[src/rtl/angle_servo_pkg.sv]
`default_nettype none
// ============================================================================
// Module   : angle_servo_pkg
// Brief    : Shared state encoding, direction constants and state helpers
//            for the angle servo controller.
// Config   : ANGLE_SERVO_HAMMER_EN adds the HAMMER startup state.
// Revision : 1.0 - initial release
// ============================================================================
package angle_servo_pkg;

    localparam logic DIR_FWD = 1'b1;   // drive towards increasing angle
    localparam logic DIR_RVS = 1'b0;   // drive towards decreasing angle

    // Encodings are pinned so a build with or without HAMMER keeps the same
    // values for every other state.
    typedef enum logic [3:0] {
        IDLE   = 4'd0,
        CALC   = 4'd1,
        ACCEL  = 4'd3,
        CRUISE = 4'd4,
        DECEL  = 4'd5,
        RETRY  = 4'd6,
        DONE   = 4'd7,
        FAIL   = 4'd8
`ifdef ANGLE_SERVO_HAMMER_EN
        , HAMMER = 4'd2
`endif
    } state_t;

    // States in which the PWM is actively driving the motor.
    function automatic logic is_run_state(input state_t s);
        return (s == ACCEL) || (s == CRUISE) || (s == DECEL)
`ifdef ANGLE_SERVO_HAMMER_EN
            || (s == HAMMER)
`endif
            ;
    endfunction

endpackage
`default_nettype wire

[src/rtl/angle_wrap_err.sv]
`default_nettype none
// ============================================================================
// Module   : angle_wrap_err
// Brief    : Shortest-path angular error on a circle of 2^ANGLE_W counts.
//            The exact half-circle is reported as a forward move.
// Revision : 1.0 - initial release
// ============================================================================
module angle_wrap_err
    import angle_servo_pkg::*;
#(
    parameter int ANGLE_W = 12
) (
    input  logic [ANGLE_W-1:0] target_angle,
    input  logic [ANGLE_W-1:0] current_angle,
    output logic               direction,
    output logic [ANGLE_W-1:0] magnitude
);

    localparam logic [ANGLE_W-1:0] c_half = {1'b1, {(ANGLE_W-1){1'b0}}};

    logic [ANGLE_W-1:0] w_err;

    // Modular difference, then fold the far half back as a reverse move.
    always_comb begin
        w_err = target_angle - current_angle;
        if (w_err <= c_half) begin
            direction = DIR_FWD;
            magnitude = w_err;
        end else begin
            direction = DIR_RVS;
            magnitude = (~w_err) + 1'b1;
        end
    end

endmodule
`default_nettype wire

[src/rtl/angle_servo_ctrl.sv]
`default_nettype none
// ============================================================================
// Module   : angle_servo_ctrl
// Brief    : Closed-loop angle servo: ramps a PWM ratio up, cruises, ramps
//            down near the target, with stall detection and bounded retries.
// Config   : ANGLE_SERVO_HAMMER_EN - full-power startup pulses (HAMMER)
//            before the acceleration ramp; hammer_count ignored otherwise.
// Revision : 1.0 - initial release
// ============================================================================
module angle_servo_ctrl
    import angle_servo_pkg::*;
#(
    parameter int ANGLE_W      = 12,
    parameter int RATIO_W      = 8,
    parameter int TOLERANCE    = 2,
    parameter int DECEL_ZONE   = 64,
    parameter int STALL_CYCLES = 50000,
    parameter int MIN_RATIO    = 40,
    parameter int MAX_RATIO    = 240
) (
    input  logic               clock,
    input  logic               reset_n,
    input  logic [ANGLE_W-1:0] target_angle,
    input  logic [ANGLE_W-1:0] current_angle,
    input  logic               angle_update,
    input  logic               abort_angle,
    input  logic [3:0]         ramp_step,
    input  logic [1:0]         retry_count,
    input  logic [3:0]         hammer_count,
    input  logic               pwm_done,
    output logic               pwm_enable,
    output logic               pwm_update,
    output logic [RATIO_W-1:0] pwm_ratio,
    output logic               pwm_direction,
    output logic               angle_done,
    output logic               startup_fail,
    output logic               run_stall
);

    localparam logic [ANGLE_W-1:0] c_tol        = ANGLE_W'(TOLERANCE);
    localparam logic [ANGLE_W-1:0] c_decel      = ANGLE_W'(DECEL_ZONE);
    localparam logic [RATIO_W-1:0] c_min        = RATIO_W'(MIN_RATIO);
    localparam logic [RATIO_W-1:0] c_max        = RATIO_W'(MAX_RATIO);
    localparam int                 c_stall_w    = $clog2(STALL_CYCLES + 1);
    localparam logic [c_stall_w-1:0] c_stall_last = c_stall_w'(STALL_CYCLES - 1);
    localparam logic [9:0]         c_retry_last = 10'd1023;

    state_t               r_state, w_state_nx;
    logic [ANGLE_W-1:0]   r_target, w_target_nx;
    logic                 r_dir, w_dir_nx;
    logic [RATIO_W-1:0]   r_ratio, w_ratio_nx;
    logic                 r_upd, w_upd_nx;
    logic                 r_pending, w_pending_nx;
    logic [1:0]           r_retries, w_retries_nx;
    logic [9:0]           r_wait, w_wait_nx;
    logic                 r_sfail, w_sfail_nx;
    logic                 r_rstall, w_rstall_nx;
    logic                 r_ever_moved, w_ever_nx;
    logic [c_stall_w-1:0] r_stall_cnt;
    logic [ANGLE_W-1:0]   r_prev_angle;
`ifdef ANGLE_SERVO_HAMMER_EN
    logic [3:0]           r_hammer_left, w_hammer_nx;
`else
    logic                 w_unused_hammer;
    assign w_unused_hammer = ^hammer_count;
`endif

    logic                 w_err_dir;
    logic [ANGLE_W-1:0]   w_err_mag;
    logic                 w_moved, w_stall, w_can_step;
    logic [RATIO_W:0]     w_step_ext, w_up_sum, w_floor;
    logic [RATIO_W-1:0]   w_ratio_up, w_ratio_dn;

    angle_wrap_err #(.ANGLE_W(ANGLE_W)) u_err (
        .target_angle  (r_target),
        .current_angle (current_angle),
        .direction     (w_err_dir),
        .magnitude     (w_err_mag)
    );

    // A new ratio may be issued once the previous one has been acknowledged.
    assign w_moved    = (current_angle != r_prev_angle);
    assign w_stall    = is_run_state(r_state) && !w_moved && (r_stall_cnt == c_stall_last);
    assign w_can_step = !r_pending || pwm_done;
    assign w_step_ext = {{(RATIO_W-3){1'b0}}, ramp_step};
    assign w_up_sum   = {1'b0, r_ratio} + w_step_ext;
    assign w_floor    = {1'b0, c_min} + w_step_ext;
    assign w_ratio_up = (w_up_sum >= {1'b0, c_max}) ? c_max : w_up_sum[RATIO_W-1:0];
    assign w_ratio_dn = ({1'b0, r_ratio} <= w_floor) ? c_min : (r_ratio - w_step_ext[RATIO_W-1:0]);

    // State and datapath register.
    always_ff @(posedge clock) begin
        if (!reset_n) begin
            r_state      <= IDLE;
            r_target     <= '0;
            r_dir        <= 1'b0;
            r_ratio      <= '0;
            r_upd        <= 1'b0;
            r_pending    <= 1'b0;
            r_retries    <= '0;
            r_wait       <= '0;
            r_sfail      <= 1'b0;
            r_rstall     <= 1'b0;
            r_ever_moved <= 1'b0;
`ifdef ANGLE_SERVO_HAMMER_EN
            r_hammer_left <= '0;
`endif
        end else begin
            r_state      <= w_state_nx;
            r_target     <= w_target_nx;
            r_dir        <= w_dir_nx;
            r_ratio      <= w_ratio_nx;
            r_upd        <= w_upd_nx;
            r_pending    <= w_pending_nx;
            r_retries    <= w_retries_nx;
            r_wait       <= w_wait_nx;
            r_sfail      <= w_sfail_nx;
            r_rstall     <= w_rstall_nx;
            r_ever_moved <= w_ever_nx;
`ifdef ANGLE_SERVO_HAMMER_EN
            r_hammer_left <= w_hammer_nx;
`endif
        end
    end

    // Stall watchdog: counts driven cycles since the encoder last changed.
    always_ff @(posedge clock) begin
        if (!reset_n) begin
            r_stall_cnt  <= '0;
            r_prev_angle <= '0;
        end else begin
            r_prev_angle <= current_angle;
            if (!is_run_state(r_state) || w_moved)
                r_stall_cnt <= '0;
            else
                r_stall_cnt <= r_stall_cnt + 1'b1;
        end
    end

    // Next-state and ratio sequencing; abort beats a simultaneous update.
    always_comb begin
        w_state_nx   = r_state;
        w_target_nx  = r_target;
        w_dir_nx     = r_dir;
        w_ratio_nx   = r_ratio;
        w_upd_nx     = 1'b0;
        w_pending_nx = r_pending && !pwm_done;
        w_retries_nx = r_retries;
        w_wait_nx    = '0;
        w_sfail_nx   = r_sfail;
        w_rstall_nx  = r_rstall;
        w_ever_nx    = r_ever_moved || w_moved;
`ifdef ANGLE_SERVO_HAMMER_EN
        w_hammer_nx  = r_hammer_left;
`endif
        if (abort_angle) begin
            w_state_nx = IDLE;
        end else if (angle_update) begin
            // Fresh moves start at the floor; re-latching mid-move keeps the ratio.
            w_state_nx   = CALC;
            w_target_nx  = target_angle;
            w_retries_nx = retry_count;
            w_sfail_nx   = 1'b0;
            w_rstall_nx  = 1'b0;
            w_ever_nx    = 1'b0;
            if (r_state == IDLE)
                w_ratio_nx = c_min;
        end else begin
            case (r_state)
                IDLE: begin
                end
                CALC: begin
                    w_dir_nx = w_err_dir;
                    if (w_err_mag <= c_tol) begin
                        w_state_nx = DONE;
`ifdef ANGLE_SERVO_HAMMER_EN
                    end else if (hammer_count != 4'd0) begin
                        w_state_nx  = HAMMER;
                        w_hammer_nx = hammer_count;
`endif
                    end else begin
                        w_state_nx = ACCEL;
                        if (w_can_step) begin
                            w_upd_nx     = 1'b1;
                            w_pending_nx = 1'b1;
                        end
                    end
                end
                RETRY: begin
                    if (r_wait == c_retry_last) begin
                        w_state_nx   = CALC;
                        w_retries_nx = r_retries - 2'd1;
                    end else begin
                        w_wait_nx = r_wait + 10'd1;
                    end
                end
                DONE, FAIL: begin
                    w_state_nx = IDLE;
                end
                default: begin
                    if (w_err_mag <= c_tol) begin
                        w_state_nx = DONE;
                    end else if (w_stall) begin
                        if (r_retries != 2'd0) begin
                            w_state_nx = RETRY;
                            w_ratio_nx = c_min;
                        end else begin
                            w_state_nx  = FAIL;
                            w_sfail_nx  = !r_ever_moved;
                            w_rstall_nx = r_ever_moved;
                        end
                    end else if (r_state == ACCEL) begin
                        if (w_err_mag < c_decel) begin
                            w_state_nx = DECEL;
                        end else if (w_can_step) begin
                            if (r_ratio >= c_max) begin
                                w_state_nx = CRUISE;
                            end else begin
                                w_ratio_nx   = w_ratio_up;
                                w_upd_nx     = 1'b1;
                                w_pending_nx = 1'b1;
                            end
                        end
                    end else if (r_state == CRUISE) begin
                        if (w_err_mag < c_decel)
                            w_state_nx = DECEL;
                    end else if (r_state == DECEL) begin
                        if (w_can_step && (r_ratio > c_min)) begin
                            w_ratio_nx   = w_ratio_dn;
                            w_upd_nx     = 1'b1;
                            w_pending_nx = 1'b1;
                        end
`ifdef ANGLE_SERVO_HAMMER_EN
                    end else if (r_state == HAMMER) begin
                        if (w_can_step) begin
                            w_upd_nx     = 1'b1;
                            w_pending_nx = 1'b1;
                            if (r_hammer_left == 4'd0) begin
                                w_state_nx = ACCEL;
                                w_ratio_nx = c_min;
                            end else begin
                                w_ratio_nx  = c_max;
                                w_hammer_nx = r_hammer_left - 4'd1;
                            end
                        end
`endif
                    end else begin
                        w_state_nx = IDLE;
                    end
                end
            endcase
        end
    end

    // Outputs decoded from registered state only.
    always_comb begin
        pwm_enable    = is_run_state(r_state);
        pwm_update    = r_upd;
        pwm_ratio     = r_ratio;
        pwm_direction = r_dir;
        angle_done    = (r_state == DONE);
        startup_fail  = r_sfail;
        run_stall     = r_rstall;
    end

endmodule
`default_nettype wire

[config.mk]
export PLATFORM = sky130hd
export DESIGN_NAME = angle_servo_ctrl
export DESIGN_NICKNAME = d
export VERILOG_FILES = /design/src/rtl/angle_servo_pkg.sv /design/src/rtl/angle_wrap_err.sv /design/src/rtl/angle_servo_ctrl.sv
export SDC_FILE = /design/constraint.sdc
export NUM_CORES = 1
export LEC_CHECK = 0
export CORE_ASPECT_RATIO = 0.8
export CORE_MARGIN = 2
export CORE_UTILIZATION = 60
export CTS_CLUSTER_DIAMETER = 80
export DETAILED_ROUTE_END_ITERATION = 8
export GPL_TIMING_DRIVEN = 0
export PLACE_DENSITY = 0.91
export SKIP_CTS_REPAIR_TIMING = 1
export SLEW_MARGIN = 20
export SYNTH_ARGS = -nofsm -noshare
export SYNTH_HDL_FRONTEND = slang
export SYNTH_SLANG_ARGS = --single-unit
[constraint.sdc]
create_clock -name clock -period 7.55 [get_ports clock]
set_input_delay 1.51 -clock clock [delete_from_list [all_inputs] [get_ports clock]]
set_output_delay 1.51 -clock clock [all_outputs]
set_load 0.03 [all_outputs]
==> results.sh, run 1 <==
export IMPL_rrSetupSlack_ns=3.68
export IMPL_async_flop_share=0
export IMPL_finalSetupViolations=0
export IMPL_relSlewSlack=0.500
export IMPL_antenna_found_initial=0
export IMPL_p_leak_nw=2.13
export IMPL_rsz0062_at_grt="false"
export IMPL_post_place_ws_ns=2.11
export IMPL_seqCellArea_um2=1400
export IMPL_die_h_um=83.3
export IMPL_layout_commonest_cell="nor2_1"
export IMPL_yosys_warnings=0
export IMPL_syn_inst=613
export IMPL_start_util=0.630
export IMPL_instances_no_fill=781
export IMPL_place_inst=765
export IMPL_worstPathRequired_ns=7.82
export IMPL_path_max_fanout=7
export IMPL_fin_skew_ns=0.00933
export IMPL_syn_num_nets=680
export IMPL_syn_area_per_cell_um2=7.70
export IMPL_worst_slew_pin_slew_ns=0.740
export IMPL_rr_startpoint="r_target[0]"
export IMPL_synthFlopType="dfxtp_1"
export IMPL_tritoncts="built"
export IMPL_hold_path_class="reg2reg"
export IMPL_cts_buffers=9
export IMPL_clk_pin_slew_ns=0.08
export IMPL_grt_max_degree=15
export IMPL_max_freq_mhz=192
export IMPL_syn_area_um2=4720
export IMPL_wl_per_cell_um=16.5
export IMPL_peakVddDrop_mv=0.116
export IMPL_min_from="r_stall_cnt[0]"
export IMPL_h_tree_depth=3
export IMPL_dr_pass1_iters=7
export IMPL_worstSetupPathType="in2reg"
export IMPL_holdWs_ns=0.456
export IMPL_rows=28
export IMPL_p_total_mw=0.917
export IMPL_final_cell_mix="81 x nor2_1, 70 x dfxtp_1, 69 x nand2_1"
export IMPL_dieArea_um2=8600
export IMPL_synthToLayoutAreaGrowth_pct=17.6
export IMPL_ys_seq_area_frac=0.297
export IMPL_clock_latency_ns=0.36
export IMPL_synth_top_area_share=0.297
export IMPL_ff2ff_path_depth=13
export IMPL_drc=0
export IMPL_drt_total_wl_um=12900
export IMPL_cts_root_buf="clkbuf_8"
export IMPL_num_io_pins=53
export IMPL_holdPathEnd="r_stall_cnt[0]"
export IMPL_via_count=4854
export IMPL_status="complete, no violations"
export IMPL_synth_edf_count=0
export IMPL_fin_util=0.740
export IMPL_synth_top_cell_by_area="dfxtp_1"
export IMPL_cts_path_max_buffers=2
export IMPL_grt_pass1_vias=4456
export IMPL_min_period_ns=5.22
export IMPL_fillers=583
export IMPL_drv_cap=0
export IMPL_hold_depth=1
export IMPL_endpoint_kind="flip-flop"
export IMPL_ant_nets=0
export IMPL_die_x_um=103
export IMPL_grt_overflow_total=0
export IMPL_drive_gt1_frac=0.0518
export IMPL_powerDensity_nw_per_um2=165
export IMPL_gp_congestion=1.04
export IMPL_multi_input_area_um2=3100
export IMPL_drt_initial_drc_count=534
export IMPL_post_route_period_util=0.692
export IMPL_fin_ws_ns=2.33
export IMPL_grt_pass1_wl_um=21000
export IMPL_ys_ff_latch=70
export IMPL_arrival_ns=5.49
export IMPL_synthDistinctLibCells=66
export IMPL_clock_sinks=70
export IMPL_antenna_cells=0
export IMPL_yosys_top_cells_area="dfxtp_1 30%, ha_1 6.6%, nor2_1 6.4%, nand2_1 5.5%, xor2_1 4.3%"
export IMPL_fin_setup_tns_ns=0
export IMPL_nNetsFinal=738
export IMPL_grt_total_usage=0.303
export IMPL_cp_start_kind="input pin"
export IMPL_dp_hpwl_um=9730
export IMPL_hold_viol=0
export IMPL_coreArea_um2=7500
export IMPL_place_area_um2=5320
export IMPL_rr_endpoint="pwm_ratio[6]"
export IMPL_viasPerCell=6.22
export IMPL_io_buffer_count=47
export IMPL_stdcell_area_um2=5550
export IMPL_final_max_slew_viol_count=0
how the worst max path moves through the flow:
stage	from	to	slack, ns	depth (start not counted)
after floorplan	current_angle[0]	pwm_ratio[5]	3.17	12
after global placement	current_angle[0]	pwm_ratio[5]	2.26	13
after detailed placement	current_angle[0]	pwm_ratio[5]	2.11	13
after CTS	current_angle[0]	pwm_ratio[5]	2.42	13
after global routing	current_angle[0]	pwm_ratio[5]	2.20	13
final	current_angle[0]	pwm_ratio[6]	2.33	13
cell usage after synthesis, drive strengths merged (6+ instances only):
library cell	n
mux2i	10
o21a	7
o21ai	34
nor3	12
nand2b	12
a31oi	10
and3	11
ha	25
nand3	29
xnor2	19
a21oi	39
nand2	70
a211oi	6
inv	37
xor2	23
nor4	7
clkbuf	18
dfxtp	70
o211ai	10
nor2	82
where the power goes:
group | switching (mW) | internal (mW)
sequential | 0.00623 | 0.378
clock | 0.161 | 0.191
combinational | 0.108 | 0.0719
total | 0.276 | 0.641
kinds of logic (layout without fill, tap and decap cells):
logic type	after synthesis	in the layout	synth area share
multiplexers	11	11	0.0236
adder cells (fa/ha/maj)	28	28	0.0790
AO/OA/AOI/OAI	154	154	0.231
buffers and inverters	59	122	0.0474
XOR/XNOR	42	42	0.0779
flip-flops	70	70	0.297
AND/OR/NAND/NOR	249	249	0.244
cell type report:
cell class / instances / area share
multi-input cells: 484 / 0.558
clock buffers: 9 / 0.0223
inverters: 37 / 0.0250
well taps: 105 / 0.0237
clock inverters: 7 / 0.0189
repair buffers: 47 / 0.0847
flip-flops and latches: 70 / 0.252
plain buffers: 22 / 0.0153
critical path, cell delays in order:
cell	delay, ns
clkdlybuf4s50_1	0.57
ha_1	0.21
inv_1	0.06
fa_1	0.43
xnor2_1	0.41
nand2_1	0.19
a311oi_1	0.48
and3_1	0.22
nand4b_1	0.21
o221a_2	0.41
a41oi_4	0.35
a31oi_1	0.15
a311oi_1	0.28
routing by layer:
layer,track usage,vias up,part of all wire
met4,0.0813,0,0.030
met5,0,-,0
li1,-,2285,-
met3,0.0875,58,0.10
met2,0.452,272,0.44
met1,0.424,2239,0.43
sequential cells by signal (all words and copies together), names as in the netlist:
name           flops
r_pending          1
run_stall          1
r_wait            10
r_target          12
r_stall_cnt       16
pwm_ratio          8
r_state            4
pwm_update         1
r_retries          2
startup_fail       1
pwm_direction      1
r_prev_angle      12
r_ever_moved       1
Power figures use the tool's default switching activity.
==> inputs of run 2 (changes only) <==
--- a/config.mk
+++ b/config.mk
@@ -7,11 +7,11 @@
 export LEC_CHECK = 0
 export CORE_ASPECT_RATIO = 0.8
 export CORE_MARGIN = 2
-export CORE_UTILIZATION = 60
+export CORE_UTILIZATION = 57
 export CTS_CLUSTER_DIAMETER = 80
 export DETAILED_ROUTE_END_ITERATION = 8
 export GPL_TIMING_DRIVEN = 0
-export PLACE_DENSITY = 0.91
+export PLACE_DENSITY = 0.88
 export SKIP_CTS_REPAIR_TIMING = 1
 export SLEW_MARGIN = 20
 export SYNTH_ARGS = -nofsm -noshare
==> constraint.sdc (replaced) <==
create_clock -name clock -period 4.84 [get_ports clock]
set_input_delay 0.968 -clock clock [delete_from_list [all_inputs] [get_ports clock]]
set_output_delay 0.968 -clock clock [all_outputs]
set_load 0.03 [all_outputs]
==> results.sh, run 2 (synthesis results as in run 1) <==
export IMPL_status="complete, no violations"
export IMPL_fin_skew_ns=0.00978
export IMPL_dieArea_um2=9030
export IMPL_rsz0062_at_grt="false"
export IMPL_gp_congestion=1.00
export IMPL_h_tree_depth=3
export IMPL_drt_initial_drc_count=542
export IMPL_path_max_fanout=5
export IMPL_dp_hpwl_um=9330
export IMPL_tritoncts="built"
export IMPL_clock_sinks=70
export IMPL_cpPeakStageDelay_ns=0.58
export IMPL_coreArea_um2=7980
export IMPL_fin_ws_ns=0.161
export IMPL_num_io_pins=53
export IMPL_rrSetupSlack_ns=1.03
export IMPL_seq_power_share=0.427
export IMPL_drive_gt1_frac=0.0518
export IMPL_place_area_um2=5330
export IMPL_top_register="r_stall_cnt"
export IMPL_p_total_mw=1.40
export IMPL_clk_pin_slew_ns=0.07
export IMPL_layout_commonest_cell="nor2_1"
export IMPL_worst_slew_pin_slew_ns=0.928
export IMPL_viasPerCell=6.04
export IMPL_power_frac_comb=0.198
export IMPL_stdcell_area_um2=5550
export IMPL_die_x_um=106
export IMPL_fin_setup_tns_ns=0
export IMPL_switching_power_mw=0.410
export IMPL_die_h_um=85.4
export IMPL_relSlewSlack=0.374
export IMPL_holdWs_ns=0.445
export IMPL_grt_pass1_vias=4291
export IMPL_hold_path_class="reg2reg"
export IMPL_ant_nets=0
export IMPL_largest_reg_flops=16
export IMPL_drv_cap=0
export IMPL_min_period_ns=4.68
export IMPL_start_util=0.591
export IMPL_via_count=4738
export IMPL_synthToLayoutAreaGrowth_pct=17.5
export IMPL_grt_pass1_wl_um=20600
export IMPL_final_max_slew_viol_count=0
export IMPL_nNetsFinal=738
export IMPL_instances_no_fill=784
export IMPL_powerDensity_nw_per_um2=253
export IMPL_antenna_cells=0
export IMPL_arrival_ns=4.97
export IMPL_rows=29
export IMPL_worstSetupPathType="in2reg"
export IMPL_cp_start_kind="input pin"
export IMPL_io_buffer_count=47
export IMPL_power_switching_share=0.292
export IMPL_worstPathRequired_ns=5.13
export IMPL_hold_depth=1
export IMPL_antenna_found_initial=0
export IMPL_peakVddDrop_mv=0.184
export IMPL_ff2ff_path_depth=13
export IMPL_clock_latency_ns=0.36
export IMPL_rr_endpoint="r_state[2]"
export IMPL_grt_overflow_total=0
export IMPL_cts_buffers=9
export IMPL_dr_pass1_iters=6
export IMPL_power_frac_clock=0.376
export IMPL_finalSetupViolations=0
export IMPL_hold_viol=0
export IMPL_drc=0
export IMPL_p_int_mw=0.993
export IMPL_drt_total_wl_um=12400
export IMPL_crit_chain="clkdlybuf4s50_1, ha_1, inv_1, fa_1, xnor2_1, nand2_1, a311oi_1, and3_1, nand4b_1, o221a_2, a21boi_0, a21o_1, mux2i_1"
export IMPL_top_regs="r_stall_cnt (16), r_prev_angle (12), r_target (12)"
export IMPL_place_inst=768
export IMPL_final_cell_mix="81 x nor2_1, 70 x dfxtp_1, 69 x nand2_1"
export IMPL_fin_util=0.695
export IMPL_endpoint_kind="flip-flop"
export IMPL_grt_max_degree=14
export IMPL_cts_root_buf="clkbuf_8"
export IMPL_max_freq_mhz=214
export IMPL_p_leak_nw=2.12
export IMPL_grt_total_usage=0.286
export IMPL_rr_startpoint="r_target[0]"
export IMPL_post_place_ws_ns=-0.00497
export IMPL_cts_path_max_buffers=2
export IMPL_wl_per_cell_um=15.8
export IMPL_crit_slowest_cell="clkdlybuf4s50_1"
export IMPL_min_from="r_stall_cnt[0]"
export IMPL_post_route_period_util=0.967
export IMPL_holdPathEnd="r_stall_cnt[0]"
export IMPL_fillers=645
-- run 2: cell types whose count changed in the layout (fill, tap and decap cells not counted) --
cell | before | now
clkinv_2 | 0 | 1
clkinvlp_4 | 1 | 2
inv_6 | 2 | 1
inv_8 | 1 | 0
-- run 2: area by class of cell --
class | instances | area (µm²) | area share
Multi-Input combinational cell | 484 | 3100 | 0.558
Sequential cell | 70 | 1400 | 0.253
Timing Repair Buffer | 47 | 470 | 0.0848
Inverter | 37 | 139 | 0.0250
Tap cell | 108 | 135 | 0.0244
Clock buffer | 9 | 124 | 0.0223
Clock inverter | 7 | 97.6 | 0.0176
Buffer | 22 | 85.1 | 0.0153
-- run 2: power groups by stage --
| stage | Clock [mW] | Combinational (mW) | Sequential, mW |
|---|---|---|---|
| 6_report | 0.527 | 0.278 | 0.598 |
| 5_1_grt | 0.560 | 0.302 | 0.599 |
| 4_1_cts | 0.537 | 0.271 | 0.598 |
| 3_5_place_dp | 0 | 0.268 | 0.611 |
| 3_3_place_gp | 0 | 0.257 | 0.611 |
| 2_1_floorplan | 0 | 0.186 | 0.611 |
-- run 2: worst max path at each step --
stage	from	endpoint	slack [ns]	depth (start not counted)
finish	current_angle[0]	r_state[2]	0.16	13
global route	current_angle[0]	pwm_ratio[5]	0.07	13
CTS	current_angle[0]	pwm_ratio[5]	0.34	13
detailed placement	current_angle[0]	pwm_ratio[5]	-0.005	13
global placement	current_angle[0]	r_state[2]	0.04	13
floorplan	current_angle[0]	pwm_ratio[5]	1.0	12
-- run 2: worst max-delay path, delay by kind of cell --
kind,cells,cell delay [ns]
AND/OR/NAND/NOR,3,0.59
multiplexers,1,0.17
buffers and inverters,2,0.63
adder cells (fa/ha/maj),2,0.63
XOR/XNOR,1,0.49
AO/OA/AOI/OAI,4,1.49
-- run 2: layer usage --
metal,vias to the layer above,track usage,wire length [µm]
met1,2175,0.394,5660
met2,237,0.421,5160
met3,37,0.0968,1340
met4,0,0.0981,256
met5,-,0,0
li1,2289,-,-
==> inputs of run 3 (changes only) <==
==> constraint.sdc (replaced) <==
create_clock -name clock -period 4.84 [get_ports clock]
set_input_delay 1.21 -clock clock [delete_from_list [all_inputs] [get_ports clock]]
set_output_delay 1.21 -clock clock [all_outputs]
set_load 0.03 [all_outputs]
==> results.sh, run 3 (synthesis results as in run 1) <==
export IMPL_p_leak_nw=2.16
export IMPL_post_route_period_util=0.963
export IMPL_num_io_pins=53
export IMPL_relSlewSlack=0.345
export IMPL_via_count=4732
export IMPL_dieArea_um2=9030
export IMPL_cts_root_buf="clkbuf_8"
export IMPL_cp_start_kind="input pin"
export IMPL_final_max_slew_viol_count=0
export IMPL_arrival_ns=4.92
export IMPL_die_h_um=85.4
export IMPL_grt_pass1_wl_um=20600
export IMPL_seq_power_share=0.423
export IMPL_clk_pin_slew_ns=0.08
export IMPL_layout_commonest_cell="nor2_1"
export IMPL_crit_top_cell="o211ai_1"
export IMPL_worstSetupPathType="in2reg"
export IMPL_switching_power_mw=0.416
export IMPL_die_x_um=106
export IMPL_nNetsFinal=743
export IMPL_antenna_cells=0
export IMPL_antenna_found_initial=0
export IMPL_clock_sinks=70
export IMPL_dr_pass1_iters=6
export IMPL_cts_path_max_buffers=2
export IMPL_synthToLayoutAreaGrowth_pct=18.8
export IMPL_p_int_mw=0.999
export IMPL_peakVddDrop_mv=0.184
export IMPL_place_inst=768
export IMPL_io_buffer_count=47
export IMPL_rr_endpoint="startup_fail"
export IMPL_power_frac_comb=0.204
export IMPL_fin_skew_ns=0.0111
export IMPL_power_frac_clock=0.373
export IMPL_grt_pass1_vias=4291
export IMPL_max_freq_mhz=215
export IMPL_finalSetupViolations=0
export IMPL_largest_reg_flops=16
export IMPL_cts_buffers=9
export IMPL_rr_startpoint="r_target[0]"
export IMPL_rrSetupSlack_ns=1.30
export IMPL_place_area_um2=5330
export IMPL_min_from="r_stall_cnt[0]"
export IMPL_status="complete, no violations"
export IMPL_dp_hpwl_um=9330
export IMPL_drv_cap=0
export IMPL_ant_nets=0
export IMPL_rsz0062_at_grt="false"
export IMPL_drt_initial_drc_count=586
export IMPL_tritoncts="built"
export IMPL_grt_max_degree=14
export IMPL_final_cell_mix="81 x nor2_1, 70 x dfxtp_1, 69 x nand2_1"
export IMPL_ff2ff_path_depth=14
export IMPL_powerDensity_nw_per_um2=252
export IMPL_stdcell_area_um2=5610
export IMPL_path_max_fanout=5
export IMPL_wl_per_cell_um=16.0
export IMPL_h_tree_depth=3
export IMPL_viasPerCell=6.00
export IMPL_top_regs="r_stall_cnt (16), r_prev_angle (12), r_target (12)"
export IMPL_endpoint_kind="flip-flop"
export IMPL_worst_slew_pin_slew_ns=0.970
export IMPL_power_switching_share=0.294
export IMPL_clock_latency_ns=0.36
export IMPL_crit_slowest_cell="clkdlybuf4s50_1"
export IMPL_drc=0
export IMPL_grt_overflow_total=0
export IMPL_rows=29
export IMPL_hold_viol=0
export IMPL_drive_gt1_frac=0.0631
export IMPL_coreArea_um2=7980
export IMPL_crit_chain="clkdlybuf4s50_1, ha_1, inv_1, fa_2, a211oi_4, o211ai_1, a211o_1, a221oi_2, nand4b_1, o211ai_1, o221a_4, and3_1, nor4_1, o21a_1"
export IMPL_hold_path_class="reg2reg"
export IMPL_start_util=0.591
export IMPL_post_place_ws_ns=-0.247
export IMPL_instances_no_fill=789
export IMPL_top_register="r_stall_cnt"
export IMPL_gp_congestion=1.00
export IMPL_hold_depth=1
export IMPL_min_period_ns=4.66
export IMPL_drt_total_wl_um=12600
export IMPL_worstPathRequired_ns=5.10
export IMPL_grt_total_usage=0.286
export IMPL_fin_ws_ns=0.180
export IMPL_cpPeakStageDelay_ns=0.58
export IMPL_holdPathEnd="r_stall_cnt[0]"
[run 3: cell types whose count changed in the layout (fill, tap and decap cells not counted), sizes merged]
cell	before	now
buf	4	9
[run 3: cell type report]
class / count / area [µm²]
clock inverters: 7 / 97.6
repair buffers: 52 / 508
clock buffers: 9 / 124
flip-flops and latches: 70 / 1400
well taps: 108 / 135
fillers: 636 / 2370
multi-input cells: 484 / 3120
inverters: 37 / 139
plain buffers: 22 / 85.1
[run 3: per-stage QoR]
step	TNS [ns]	total power, mW	hold slack, ns	util
2_1_floorplan	0	0.797	0.418	-
3_3_place_gp	-1.76	0.868	0.430	0.667
3_5_place_dp	-2.72	0.879	0.441	0.667
4_1_cts	0	1.41	0.451	0.695
5_1_grt	0	1.47	0.479	0.703
6_report	0	1.42	0.446	0.703
[run 3: metal layers]
metal | vias to the layer above | track usage | share of wire
met1 | 2175 | 0.394 | 0.45
met3 | 28 | 0.0968 | 0.11
met4 | 0 | 0.0981 | 0.018
li1 | 2294 | - | -
met5 | - | 0 | 0
met2 | 235 | 0.421 | 0.43
[run 3: worst max-delay path by stage]
stage                                start           end  slack (ns)  cells after the start
final                     current_angle[0]  startup_fail        0.18                     14
after global placement    current_angle[0]    r_state[2]       -0.20                     13
after detailed placement  current_angle[0]  pwm_ratio[5]       -0.25                     13
after global routing      current_angle[2]  pwm_ratio[4]       0.002                     12
after floorplan           current_angle[0]  pwm_ratio[5]        0.76                     12
after CTS                 current_angle[0]  pwm_ratio[5]        0.09                     13
[run 3: worst max-delay path, delay by kind of cell]
kind	cells	cell delay, ns
and+or+nand+nor	3	0.70
buffers and inverters	2	0.64
adders and majority gates	2	0.58
AOI/OAI and AO/OA	7	1.79
[run 3: power by group through the flow]
stage | Clock (mW) | Sequential, mW | Combinational [mW]
after detailed placement | 0 | 0.611 | 0.268
after global placement | 0 | 0.611 | 0.257
after floorplan | 0 | 0.611 | 0.186
after global routing | 0.560 | 0.599 | 0.314
after CTS | 0.537 | 0.598 | 0.271
final | 0.528 | 0.598 | 0.288
